==> src/rtl/cpu_boot_ctrl.sv <==
// Boot/run sequencer: streams a program image into memory with the CPU held,
// optionally zero-fills the remainder, then releases the CPU and passes its memory port through.
module cpu_boot_ctrl #(
  parameter bit          ZERO_FILL      = 1'b1,
  parameter int unsigned RELEASE_CYCLES = 4
) (
  input  logic       clk,
  input  logic       reset,
  input  logic       start,
  input  logic [8:0] load_len,
  input  logic [7:0] s_data,
  input  logic       s_valid,
  output logic       s_ready,
  input  logic [7:0] cpu_address,
  input  logic [7:0] cpu_to_memory,
  input  logic       cpu_write,
  output logic [7:0] mem_address,
  output logic [7:0] mem_to_memory,
  output logic       mem_write,
  output logic       cpu_hold,
  output logic       busy,
  output logic       done
);

  localparam int unsigned AW = 8;
  localparam int unsigned DW = 8;
  localparam int unsigned LW = 9;
  localparam int unsigned RW = (RELEASE_CYCLES > 1) ? $clog2(RELEASE_CYCLES) : 1;
  localparam logic [LW-1:0] MAX_LEN  = LW'(256);
  localparam logic [AW-1:0] LAST_ADR = AW'(255);
  localparam logic [RW-1:0] REL_LAST = RW'(RELEASE_CYCLES - 1);

  typedef enum logic [2:0] {
    ST_IDLE    = 3'd0,
    ST_LOAD    = 3'd1,
    ST_FILL    = 3'd2,
    ST_RELEASE = 3'd3,
    ST_RUN     = 3'd4
  } state_t;

  state_t        state_q, state_d;
  logic [AW-1:0] ptr_q, ptr_d;
  logic [AW-1:0] addr_q, addr_d;
  logic [DW-1:0] wdata_q, wdata_d;
  logic          wr_q, wr_d;
  logic [LW-1:0] len_q, len_d;
  logic [LW-1:0] count_q, count_d;
  logic [RW-1:0] rel_q, rel_d;
  logic          hold_q, hold_d;
  logic          busy_q, busy_d;
  logic          done_q, done_d;
  logic          handshake;

  // State and registered memory-side outputs
  always_ff @(posedge clk or negedge reset) begin
    if (!reset) begin
      state_q <= ST_IDLE;
      ptr_q   <= '0;
      addr_q  <= '0;
      wdata_q <= '0;
      wr_q    <= 1'b0;
      len_q   <= '0;
      count_q <= '0;
      rel_q   <= '0;
      hold_q  <= 1'b1;
      busy_q  <= 1'b0;
      done_q  <= 1'b0;
    end else begin
      state_q <= state_d;
      ptr_q   <= ptr_d;
      addr_q  <= addr_d;
      wdata_q <= wdata_d;
      wr_q    <= wr_d;
      len_q   <= len_d;
      count_q <= count_d;
      rel_q   <= rel_d;
      hold_q  <= hold_d;
      busy_q  <= busy_d;
      done_q  <= done_d;
    end
  end

  assign s_ready   = (state_q == ST_LOAD) && (count_q < len_q);
  assign handshake = s_valid && s_ready;

  // Next-state and next register values
  always_comb begin
    state_d = state_q;
    ptr_d   = ptr_q;
    addr_d  = addr_q;
    wdata_d = wdata_q;
    wr_d    = 1'b0;
    len_d   = len_q;
    count_d = count_q;
    rel_d   = '0;
    hold_d  = hold_q;
    done_d  = 1'b0;

    case (state_q)
      ST_IDLE, ST_RUN: begin
        if (start) begin
          len_d   = (load_len > MAX_LEN) ? MAX_LEN : load_len;
          ptr_d   = '0;
          count_d = '0;
          hold_d  = 1'b1;
          if (len_d == '0) state_d = ZERO_FILL ? ST_FILL : ST_RELEASE;
          else             state_d = ST_LOAD;
        end
      end
      ST_LOAD: begin
        if (handshake) begin
          addr_d  = ptr_q;
          wdata_d = s_data;
          wr_d    = 1'b1;
          ptr_d   = AW'(ptr_q + 1'b1);
          count_d = LW'(count_q + 1'b1);
        end
        // Leave on the edge of the last accepted byte so fill follows without a gap
        if (count_d == len_q)
          state_d = (ZERO_FILL && (len_q != MAX_LEN)) ? ST_FILL : ST_RELEASE;
      end
      ST_FILL: begin
        addr_d  = ptr_q;
        wdata_d = '0;
        wr_d    = 1'b1;
        ptr_d   = AW'(ptr_q + 1'b1);
        if (ptr_q == LAST_ADR) state_d = ST_RELEASE;
      end
      ST_RELEASE: begin
        // Hold countdown starts only once the final registered write has drained
        if (wr_q) begin
          rel_d = rel_q;
        end else if (rel_q == REL_LAST) begin
          state_d = ST_RUN;
          hold_d  = 1'b0;
          done_d  = 1'b1;
        end else begin
          rel_d = RW'(rel_q + 1'b1);
        end
      end
      default: state_d = ST_IDLE;
    endcase

    busy_d = (state_d == ST_LOAD) || (state_d == ST_FILL) || (state_d == ST_RELEASE);
  end

  // In RUN the CPU owns the memory port with zero latency
  assign mem_address   = (state_q == ST_RUN) ? cpu_address   : addr_q;
  assign mem_to_memory = (state_q == ST_RUN) ? cpu_to_memory : wdata_q;
  assign mem_write     = (state_q == ST_RUN) ? cpu_write     : wr_q;

  assign cpu_hold = hold_q;
  assign busy     = busy_q;
  assign done     = done_q;

endmodule

==> config.mk <==
export PLATFORM = sky130hd
export DESIGN_NAME = cpu_boot_ctrl
export DESIGN_NICKNAME = d
export VERILOG_FILES = /design/src/rtl/cpu_boot_ctrl.sv
export SDC_FILE = /design/constraint.sdc
export NUM_CORES = 1
export LEC_CHECK = 0
export CORE_UTILIZATION = 47
export CTS_CLUSTER_SIZE = 40
export DETAILED_ROUTE_END_ITERATION = 10
export GPL_ROUTABILITY_DRIVEN = 0
export MAX_ROUTING_LAYER = met4
export PLACE_DENSITY = 0.76
export SLEW_MARGIN = 20
export SYNTH_ARGS = -nofsm -noshare
export SYNTH_HDL_FRONTEND = slang
export SYNTH_SLANG_ARGS = --single-unit
export TNS_END_PERCENT = 1
==> constraint.sdc <==
create_clock -name clk -period 2.7 [get_ports clk]
set_input_delay 0.405 -clock clk [delete_from_list [all_inputs] [get_ports clk]]
set_output_delay 0.405 -clock clk [all_outputs]
set_load 0.01 [all_outputs]
==> results of run 1 <==
==> layout make-up <==
class | instances | area share [%]
Clock inverter | 2 | 0.4085
Clock buffer | 6 | 1.823
Multi-Input combinational cell | 244 | 45.03
Timing Repair Buffer | 73 | 17.25
Sequential cell | 51 | 32.12
Tap cell | 77 | 2.420
Inverter | 10 | 0.9428
==> routing by layer <==
layer	part of all wire (%)	routed length [um]	GRT usage, %
met1	45	3399	31.76
met2	46	3447	35.62
met3	7.4	555	4.253
met4	1.7	128	8.621
met5	0	0	-
==> report_power, final <==
group | total [uW] | internal, uW | switching, uW
Clock | 461 | 187 | 274
Combinational | 1800 | 846 | 957
Sequential | 1170 | 966 | 199
==> worst max-delay path, delay by kind of cell (launching register included) <==
family / cells / cell delay (ns)
simple gates: 1 / 0.21
flops: 1 / 0.52
mux: 1 / 0.36
buf+inv: 2 / 0.76
==> flip-flops by register name, indices dropped and copies added, names as in the netlist <==
register / cells
count_q: 9
busy: 1
state_q: 3
ptr_q: 8
wdata_q: 8
len_q: 9
cpu_hold: 1
wr_q: 1
rel_q: 2
addr_q: 8
done: 1
==> synthesized netlist by cell type, types with 4 or more instances <==
cell	n
and2_1	5
mux2_2	25
buf_2	5
xor2_1	12
nor2_1	13
inv_1	9
nand2_1	36
dfrtp_1	50
ha_1	11
nand3b_1	9
and3_1	4
o21ai_0	25
a21oi_1	9
nand2b_1	5
clkbuf_1	6
o21ai_1	5
nand3_1	8
xnor2_1	5
o2111ai_1	9
==> through the flow <==
stage                     hold slack (ns)  total power [uW]  instance area [sq um]  std cells  util (%)
after floorplan                    0.1094              2346                   3168        319         -
after global placement             0.3913              2884                   3861        452     60.12
after detailed placement           0.3962              2925                   3861        452     60.12
after CTS                         0.05548              3404                   3974        462     61.87
after global routing              0.06867              3665                   3981        463     61.99
final                             0.04583              3430                   3981        463     61.99
==> worst min-delay path by stage <==
stage / from / endpoint / slack, ns / cells past startpoint
CTS: reset / ptr_q[7]$_DFFE_PN0P_ / 0.06 / 1
detailed placement: reset / count_q[7]$_DFFE_PN0P_ / 0.40 / 1
finish: reset / count_q[7]$_DFFE_PN0P_ / 0.05 / 1
global placement: reset / count_q[7]$_DFFE_PN0P_ / 0.39 / 1
global route: reset / ptr_q[7]$_DFFE_PN0P_ / 0.07 / 1
floorplan: reset / addr_q[0]$_DFFE_PN0P_ / 0.11 / 0
==> cells by family after synthesis <==
kind of cell | after synthesis | share of synthesized area [%]
AND/OR/NAND/NOR | 108 | 19.00
buffers and inverters | 24 | 3.514
adder cells (fa/ha/maj) | 11 | 4.344
multiplexers | 29 | 10.27
XOR/XNOR | 18 | 5.213
AO/OA/AOI/OAI | 78 | 17.34
flip-flops | 51 | 40.32
==> what timing repair did <==
action	in CTS	in global routing
setup endpoints to repair	1	1
setup buffers	2	1
hold buffers	0	0
resized for setup	4	0
==> impl_results.md, run 1 <==
* Die Area at 0.007073 sq mm
* Commonest non-fill, non-tap cells in the layout: clkdlybuf4s50_1, dfrtp_1, nand2_1
* Pin count of the biggest net entering global routing at 33
* Buffers on Ports at 58
* Mapped Nets at 368
* Synth cell types at 59
* Avg Vias per Cell at 5.894
* Proportion of layout cells with a drive suffix above 1 at 17.36%
* RSZ-0062 raised after global routing: no
* Critical path startpoint: state_q[2]$_DFF_PN0_
* Critical Path End: mem_to_memory[5]
* Clk_lat worst skew at 0.32 ns
* Fin. max-slew vios at 0
* Startpoint Class: flip-flop
* Vias in the first global route at 2616
* TritonCTS clock tree: done
* Crit end category: output pin
* Clk buf depth at 2
* Worst reg2reg endpoint: addr_q[4]$_DFFE_PN0P_
* Gate Count Post-Synth at 319
* GRT Residual Overflow at 0
* Row count at 29
* DRC at 6
* Critical R2R Launch: len_q[8]$_DFFE_PN0P_
* Clock sinks at 51
* Drt initial violations at 269
* Failing checks: design-rule violations
* Reg-to-reg setup timing slack at 0.21 ns
* Layout net count at 434
* Yosys top cell area share at 39.49%
* R2R depth at 8
* Placement-stage worst setup slack at 0.1810 ns
* Root Driver: clkbuf_8
* Gr usage total at 23.56%
* Worst hold path type: in -> async
* WL/cell at 16.26 um
* Worst path slowest cell: dfrtp_1
* Post-route setup TNS at 0 ns
* Fin crit period at 2.587 ns
* LEAKAGE at 0.001722 uW
* ANT cells at 0
* Max-Slew Margin vs Limit at 63.18%
* Clock Skew at 0.006920 ns
* First-pass GRT wire length at 12660 um
* Layout area overhead at 25.67%
* Initial Util at 49.33%
* FF/Latch Area at 0.001279 sq mm
* Outcome: complete, but fails checks
* Seq cells post-synth at 51
* Ys flop type: dfrtp_1
* Multi-input logic area at 0.001793 sq mm
* P per Cell Area at 861.4 mW/mm^2
* Crit Path Max Fanout at 17
* Worst EP required at 2.30 ns
* Critical path class: reg -> out
* Most common cell after layout, fill and taps aside: clkdlybuf4s50_1
* Slowest Stage Delay on Critical Path at 0.52 ns
* CP Data Arrival Time at 2.18 ns
* Core ar. at 0.006422 sq mm
* DR vias at 2729
* Worst Tran Pin Value at 0.5499 ns
* Setup ws final at 0.1130 ns
* Syn_area_per_cell at 9.931 sq um
* Final hold violation count at 0
* Clock Pin Slew Worst Setup and Hold Paths at 0.10 ns
* TritonRoute pass-1 iters at 7
* Sequential area share after synthesis at 40.32%
* Post-Route WL at 7530 um
* Initial antenna violation count at 0
* Max Cap Viol at 0
* Max IR drop VDD at 0.3405 mV
* Max Freq at 386.5 MHz
* Post-synth EDFFs at 0
* Synth async-reset ratio at 100.0%
* Die Wd at 84.10 um
* Synth area leader: dfrtp_1
* # setup viols final at 0
* # fillers at 521
* Die H at 84.10 um
* Cell chain of the critical path: nor3b_2, buf_4, mux2_2, clkdlybuf4s50_1
* Synth area leaders: dfrtp_1, mux2_2, ha_1
* Final antenna-violating net count at 0
* Post-detail-place hpwl at 5606 um
* Total CTS buffers at 5
* Final period util at 95.82%
* Synthesis Warnings at 0
* CTS H-tree lvls at 2
* Number of I/O pins at 59
* Mapped Area at 0.003168 sq mm
(Power assumes the default switching activity.)
==> run 2, diff against run 1 <==
--- a/config.mk
+++ b/config.mk
@@ -5,12 +5,13 @@
 export SDC_FILE = /design/constraint.sdc
 export NUM_CORES = 1
 export LEC_CHECK = 0
+export CORE_MARGIN = 4
 export CORE_UTILIZATION = 47
 export CTS_CLUSTER_SIZE = 40
 export DETAILED_ROUTE_END_ITERATION = 10
 export GPL_ROUTABILITY_DRIVEN = 0
 export MAX_ROUTING_LAYER = met4
-export PLACE_DENSITY = 0.76
+export PLACE_DENSITY = 0.73
 export SLEW_MARGIN = 20
 export SYNTH_ARGS = -nofsm -noshare
 export SYNTH_HDL_FRONTEND = slang
==> constraint.sdc (replaced) <==
create_clock -name clk -period 3.24 [get_ports clk]
set_input_delay 0.486 -clock clk [delete_from_list [all_inputs] [get_ports clk]]
set_output_delay 0.486 -clock clk [all_outputs]
set_load 0.01 [all_outputs]
==> run 2 against run 1 <==
Critical path type unchanged. Critical path depth rose by 1. Utilization down 1.1 points. The flow now finishes without violations. Sequential share of layout area rose by 0.39 points.
==> impl_results.md, run 2 (synthesis gave the netlist of run 1 again) <==
* DRC at 0 (-6)
* Avg Vias per Cell at 5.746 (-2.5%)
* Layout area overhead at 24.05%
* Buffers on Ports at 58 (unchanged)
* Slowest Stage Delay on Critical Path at 0.56 ns (+0.04 ns)
* Setup ws final at 0.3752 ns (+0.2622 ns)
* DR vias at 2603 (-4.6%)
* Largest delay share family, worst path: compound AO/OA/AOI/OAI gates
* Fin cells at 453 (-2.2%)
* Most common cell after layout, fill and taps aside: clkdlybuf4s50_1
* Post-Route WL at 7384 um (-1.9%)
* TritonRoute pass-1 iters at 4 (-3)
* Clock Skew at 0.008469 ns (+0.001549 ns)
* Worst path buffer plus inverter count at 1 (-1)
* Fin. max-slew vios at 0 (unchanged)
* Pin count of the biggest net entering global routing at 35 (+6.1%)
* Cell chain of the critical path: ha_1, a211oi_1, o211ai_2, a21oi_1, clkdlybuf4s50_1
* Total CTS buffers at 5 (unchanged)
* Initial antenna violation count at 0 (unchanged)
* Clk_lat worst skew at 0.31 ns (about the same)
* ANT cells at 0 (unchanged)
* WL/cell at 16.30 um (+0.23%)
* Startpoint Class: flip-flop
* R2R depth at 9 (+1)
* Final hold violation count at 0 (unchanged)
* Clock sinks at 51 (unchanged)
* Clk buf depth at 2 (unchanged)
* First-pass GRT wire length at 12500 um (-1.3%)
* Max-Slew Margin vs Limit at 50.35% (-13 points)
* Critical path class: reg -> out
* Top Registers: count_q: 9 flops, len_q: 9 flops
* Routing usage on met2 at 29.68% (-5.9 points)
* Inst Count DP at 445 (-1.5%)
* Post-route setup TNS at 0 ns (unchanged)
* Placement-stage worst setup slack at 0.6081 ns (+0.4272 ns)
* Worst Tran Pin Value at 0.7448 ns (+0.1949 ns)
* Final hold slack at 0.2326 ns (+0.1868 ns)
* Post-layout util at 60.85% (-1.1 points)
* Clock Pin Slew Worst Setup and Hold Paths at 0.09 ns (about the same)
* Met3 usage at 2.755% (-1.5 points)
* # fillers at 567 (+8.8%)
* Max Freq at 349.1 MHz
* Crit end category: output pin
* Fin crit period at 2.865 ns
* Worst reg2reg endpoint: ptr_q[6]$_DFFE_PN0P_
* Critical R2R Launch: count_q[2]$_DFFE_PN0P_
* Drt initial violations at 199 (-26%)
* Vias in the first global route at 2596 (-0.76%)
* GRT Residual Overflow at 0 (unchanged)
* TritonCTS clock tree: done
* Number of I/O pins at 59 (unchanged)
* Commonest non-fill, non-tap cells in the layout: clkdlybuf4s50_1, dfrtp_1, nand2_1
* Cts hold-fix bufs at 0 (unchanged)
* Die Area at 0.008118 sq mm (+15%)
* RSZ-0062 raised after global routing: no
* Die H at 90.10 um (+7.1%)
* Layout net count at 424 (-2.3%)
* Max Cap Viol at 0 (unchanged)
* Worst EP required at 2.75 ns (+0.45 ns)
* CP Data Arrival Time at 2.38 ns (+0.20 ns)
* Grt peak-use layer: met2
* Post-CTS Resized at 0 (-4)
* Worst path slowest cell: clkdlybuf4s50_1
* Gr usage total at 19.02% (-4.5 points)
* Final period util at 88.42%
* Met1 Usage GRT at 25.81% (-6.0 points)
* # setup viols final at 0 (unchanged)
* Setup Buffers After CTS at 0 (-2)
* CTS H-tree lvls at 2 (unchanged)
* Row count at 29 (unchanged)
* Final antenna-violating net count at 0 (unchanged)
* P per Cell Area at 734.4 mW/mm^2 (-15%)
* Reg-to-reg setup timing slack at 0.57 ns (+0.36 ns)
* Proportion of layout cells with a drive suffix above 1 at 14.63% (-2.7 points)
* Core ar. at 0.006459 sq mm (+0.56%)
* Initial Util at 49.05% (-0.28 points)
* Max IR drop VDD at 0.3582 mV (+5.2%)
* Post-detail-place hpwl at 5618 um (+0.22%)
* Outcome: complete, no violations
* Root Driver: clkbuf_8
* Crit Path Max Fanout at 9 (-8)
* Worst hold path type: in -> async
* Die Wd at 90.10 um (+7.1%)
* LEAKAGE at 0.001688 uW (-1.9%)
[run 2: how the worst max path moves through the flow]
stage                           start  cells after the start              endpoint
2_1_floorplan  count_q[4]$_DFFE_PN0P_                      7  state_q[0]$_DFF_PN0_
3_3_place_gp   count_q[2]$_DFFE_PN0P_                      9  ptr_q[6]$_DFFE_PN0P_
3_5_place_dp   count_q[2]$_DFFE_PN0P_                      9  ptr_q[6]$_DFFE_PN0P_
6_report       count_q[2]$_DFFE_PN0P_                      5               s_ready
4_1_cts        count_q[2]$_DFFE_PN0P_                      5               s_ready
5_1_grt        count_q[2]$_DFFE_PN0P_                      5               s_ready
[run 2: cell type report]
type | instances | area (sq um) | share of cell area, %
Timing Repair Buffer | 63 | 613.1 | 15.60
Sequential cell | 51 | 1277 | 32.51
Clock buffer | 6 | 82.58 | 2.101
Inverter | 10 | 37.54 | 0.9551
Clock inverter | 2 | 38.79 | 0.9869
Tap cell | 77 | 96.34 | 2.451
Multi-Input combinational cell | 244 | 1784 | 45.40
[run 2: per-stage QoR]
step	instance area, sq um	power (uW)
2_1_floorplan	3168	1955
3_3_place_gp	3809	2383
3_5_place_dp	3809	2415
4_1_cts	3930	2891
5_1_grt	3930	3093
6_report	3930	2886
[run 2: routing by layer]
| layer | part of all wire (%) | routed length (um) |
|---|---|---|
| met1 | 46 | 3384 |
| met4 | 1.2 | 89 |
| met3 | 5.8 | 428 |
| met5 | 0 | 0 |
| met2 | 47 | 3481 |
[run 2: power by group]
group          total [uW]  switching [uW]  internal [uW]
registers             994             190            805
clock network         467             212            254
logic                1430             757            668
total                2890            1160           1730
==> run 3, diff against run 2 <==
--- a/config.mk
+++ b/config.mk
@@ -12,7 +12,8 @@
 export GPL_ROUTABILITY_DRIVEN = 0
 export MAX_ROUTING_LAYER = met4
 export PLACE_DENSITY = 0.73
-export SLEW_MARGIN = 20
+export RECOVER_POWER = 50
+export SLEW_MARGIN = 30
 export SYNTH_ARGS = -nofsm -noshare
 export SYNTH_HDL_FRONTEND = slang
 export SYNTH_SLANG_ARGS = --single-unit
==> run 3 against run 2 <==
The run now ends with max-capacitance violations, max-slew violations left. Highest routed layer unchanged. Final area decreased by 0.35%. Setup slack improved by 0.011 ns. Cell count did not move. Clock skew fell by 0.00066 ns. Non-clock buffer count stayed put. Sequential share of layout area grew 0.11 points. Fmax increased by 0.37%. Register-to-register slack hardly changed. Clock-buffer cell count unchanged. First-iteration DRC count is 8.5% lower. Routed wire length decreased by 0.31%. Clock power about the same.
==> impl_results.md, run 3 (synthesis gave the netlist of run 1 again) <==
* Outcome: complete, but fails checks
* Failing checks: max-capacitance violations, max-slew violations
* Startpoint Class: flip-flop
* Tot Pwr at 2877 uW (-0.33%)
* Die Wd at 90.10 um (unchanged)
* Avg Vias per Cell at 5.777 (+0.54%)
* Hold_sp: cpu_hold$_DFFE_PN1P_
* Worst hold path type: reg -> reg
* Reg-to-reg setup timing slack at 0.57 ns (about the same)
* # setup viols final at 0 (unchanged)
* LEAKAGE at 0.001676 uW (-0.72%)
* Inst Count DP at 445 (unchanged)
* TritonCTS clock tree: done
* Final hold violation count at 0 (unchanged)
* DRC at 0 (unchanged)
* Max Cap Viol at 1 (+1)
* Layout Cell Area excl Fill at 0.003916 sq mm (-0.35%)
* Clock sinks at 51 (unchanged)
* Pin count of the biggest net entering global routing at 35 (unchanged)
* Crit end category: output pin
* Root Driver: clkbuf_8
* P per Cell Area at 734.5 mW/mm^2 (about the same)
* Layout net count at 424 (unchanged)
* Worst reg2reg endpoint: ptr_q[6]$_DFFE_PN0P_
* Critical path startpoint: count_q[2]$_DFFE_PN0P_
* Fin crit period at 2.854 ns (-0.01068 ns)
* Drt initial violations at 182 (-8.5%)
* WL/cell at 16.25 um (-0.31%)
* Commonest non-fill, non-tap cells in the layout: clkdlybuf4s50_1, dfrtp_1, nand2_1
* Top Registers: count_q: 9 flops, len_q: 9 flops
* Fin. max-slew vios at 35 (+35)
* DR vias at 2617 (+0.54%)
* Worst EP required at 2.75 ns (about the same)
* Critical R2R Launch: count_q[2]$_DFFE_PN0P_
* Final antenna-violating net count at 0 (unchanged)
* RSZ-0062 raised after global routing: no
* Most common cell after layout, fill and taps aside: clkdlybuf4s50_1
* Row count at 29 (unchanged)
* Layout area overhead at 23.62%
* Die Area at 0.008118 sq mm (unchanged)
* Post-layout util at 60.64% (-0.21 points)
* FF/Latch Area at 0.001277 sq mm (unchanged)
* # fillers at 570 (+0.53%)
* Proportion of layout cells with a drive suffix above 1 at 13.56% (-1.1 points)
* Critical path class: reg -> out
* Gr usage total at 19.02% (unchanged)
* Buffers on Ports at 58 (unchanged)
* Final period util at 88.09% (-0.33 points)
* Vias in the first global route at 2596 (unchanged)
* Max-Slew Margin vs Limit at -18.94% (-69 points)
* Dpl cell area at 0.003809 sq mm (unchanged)
* Core ar. at 0.006459 sq mm (unchanged)
* Initial antenna violation count at 0 (unchanged)
* Cts hold-fix bufs at 0 (unchanged)
* Post-CTS Resized at 0 (unchanged)
* Setup Buffers After CTS at 0 (unchanged)
* R2R depth at 9 (unchanged)
* ANT cells at 0 (unchanged)
* Clk buf depth at 2 (unchanged)
* Post-route setup TNS at 0 ns (unchanged)
* Max IR drop VDD at 0.3561 mV (-0.57%)
* First-pass GRT wire length at 12500 um (unchanged)
* GRT Residual Overflow at 0 (unchanged)
* Initial Util at 49.05% (unchanged)
* TritonRoute pass-1 iters at 4 (unchanged)
* Clk_lat worst skew at 0.31 ns (about the same)
* Clock Pin Slew Worst Setup and Hold Paths at 0.09 ns (about the same)
* Worst Tran Pin Value at 1.784 ns (+1.039 ns)
* Max Freq at 350.4 MHz (+0.37%)
* Fin cells at 453 (unchanged)
* Post-Route WL at 7361 um (-0.31%)
* Die H at 90.10 um (unchanged)
* Total CTS buffers at 5 (unchanged)
* CP Data Arrival Time at 2.37 ns (about the same)
* Crit Path Max Fanout at 9 (unchanged)
* CTS H-tree lvls at 2 (unchanged)
* WHS Path Cells at 2
* Clock Skew at 0.007809 ns (-0.0006602 ns)
* Post-detail-place hpwl at 5618 um (unchanged)
* Critical Path End: s_ready
* Number of I/O pins at 59 (unchanged)
* Multi-input logic area at 0.001779 sq mm (-0.28%)
run 3: changes by cell type in the layout (fill, tap and decap cells not counted), sizes merged:
cell           change
buf                -3
clkbuf             +3
clkdlybuf4s50      -1
dlygate4sd3        +1
run 3: critical path, cell delays in order, from the launching register on:
cell and delay, ns:
dfrtp_1 0.48, ha_1 0.34, a211oi_1 0.31, o211ai_2 0.22
a21oi_1 0.17, clkdlybuf4s50_1 0.56
run 3: area by class of cell:
type | count | share of cell area, %
Multi-Input combinational cell | 244 | 45.43
Sequential cell | 51 | 32.62
Timing Repair Buffer | 63 | 15.43
Tap cell | 77 | 2.460
Clock buffer | 6 | 2.109
Clock inverter | 2 | 0.9904
Inverter | 10 | 0.9585
run 3: power breakdown:
part | internal [uW] | switching [uW]
combinational | 663 | 757
clock | 254 | 211
sequential | 805 | 187
run 3: worst min-delay path by stage:
stage	slack (ns)	to
CTS	0.26	addr_q[6]$_DFFE_PN0P_
finish	0.47	cpu_hold$_DFFE_PN1P_
global route	0.50	cpu_hold$_DFFE_PN1P_
floorplan	0.19	addr_q[0]$_DFFE_PN0P_
detailed placement	0.45	cpu_hold$_DFFE_PN1P_
global placement	0.45	cpu_hold$_DFFE_PN1P_
run 3: routing by layer:
metal / wire length [um] / vias up / part of all wire [%] / track usage, %
li1: - / 1275 / - / -
met1: 3337 / 1234 / 45 / 25.81
met2: 3437 / 99 / 47 / 29.68
met3: 482 / 9 / 6.5 / 2.755
met4: 103 / 0 / 1.4 / 5.740
met5: 0 / - / 0 / -
run 3: per-stage QoR:
step | setup WS, ns | hold WS [ns]
detailed placement | 0.6081 | 0.4532
CTS | 0.3795 | 0.2584
floorplan | 0.9888 | 0.1904
finish | 0.3859 | 0.4655
global placement | 0.6620 | 0.4457
global route | 0.2936 | 0.4987
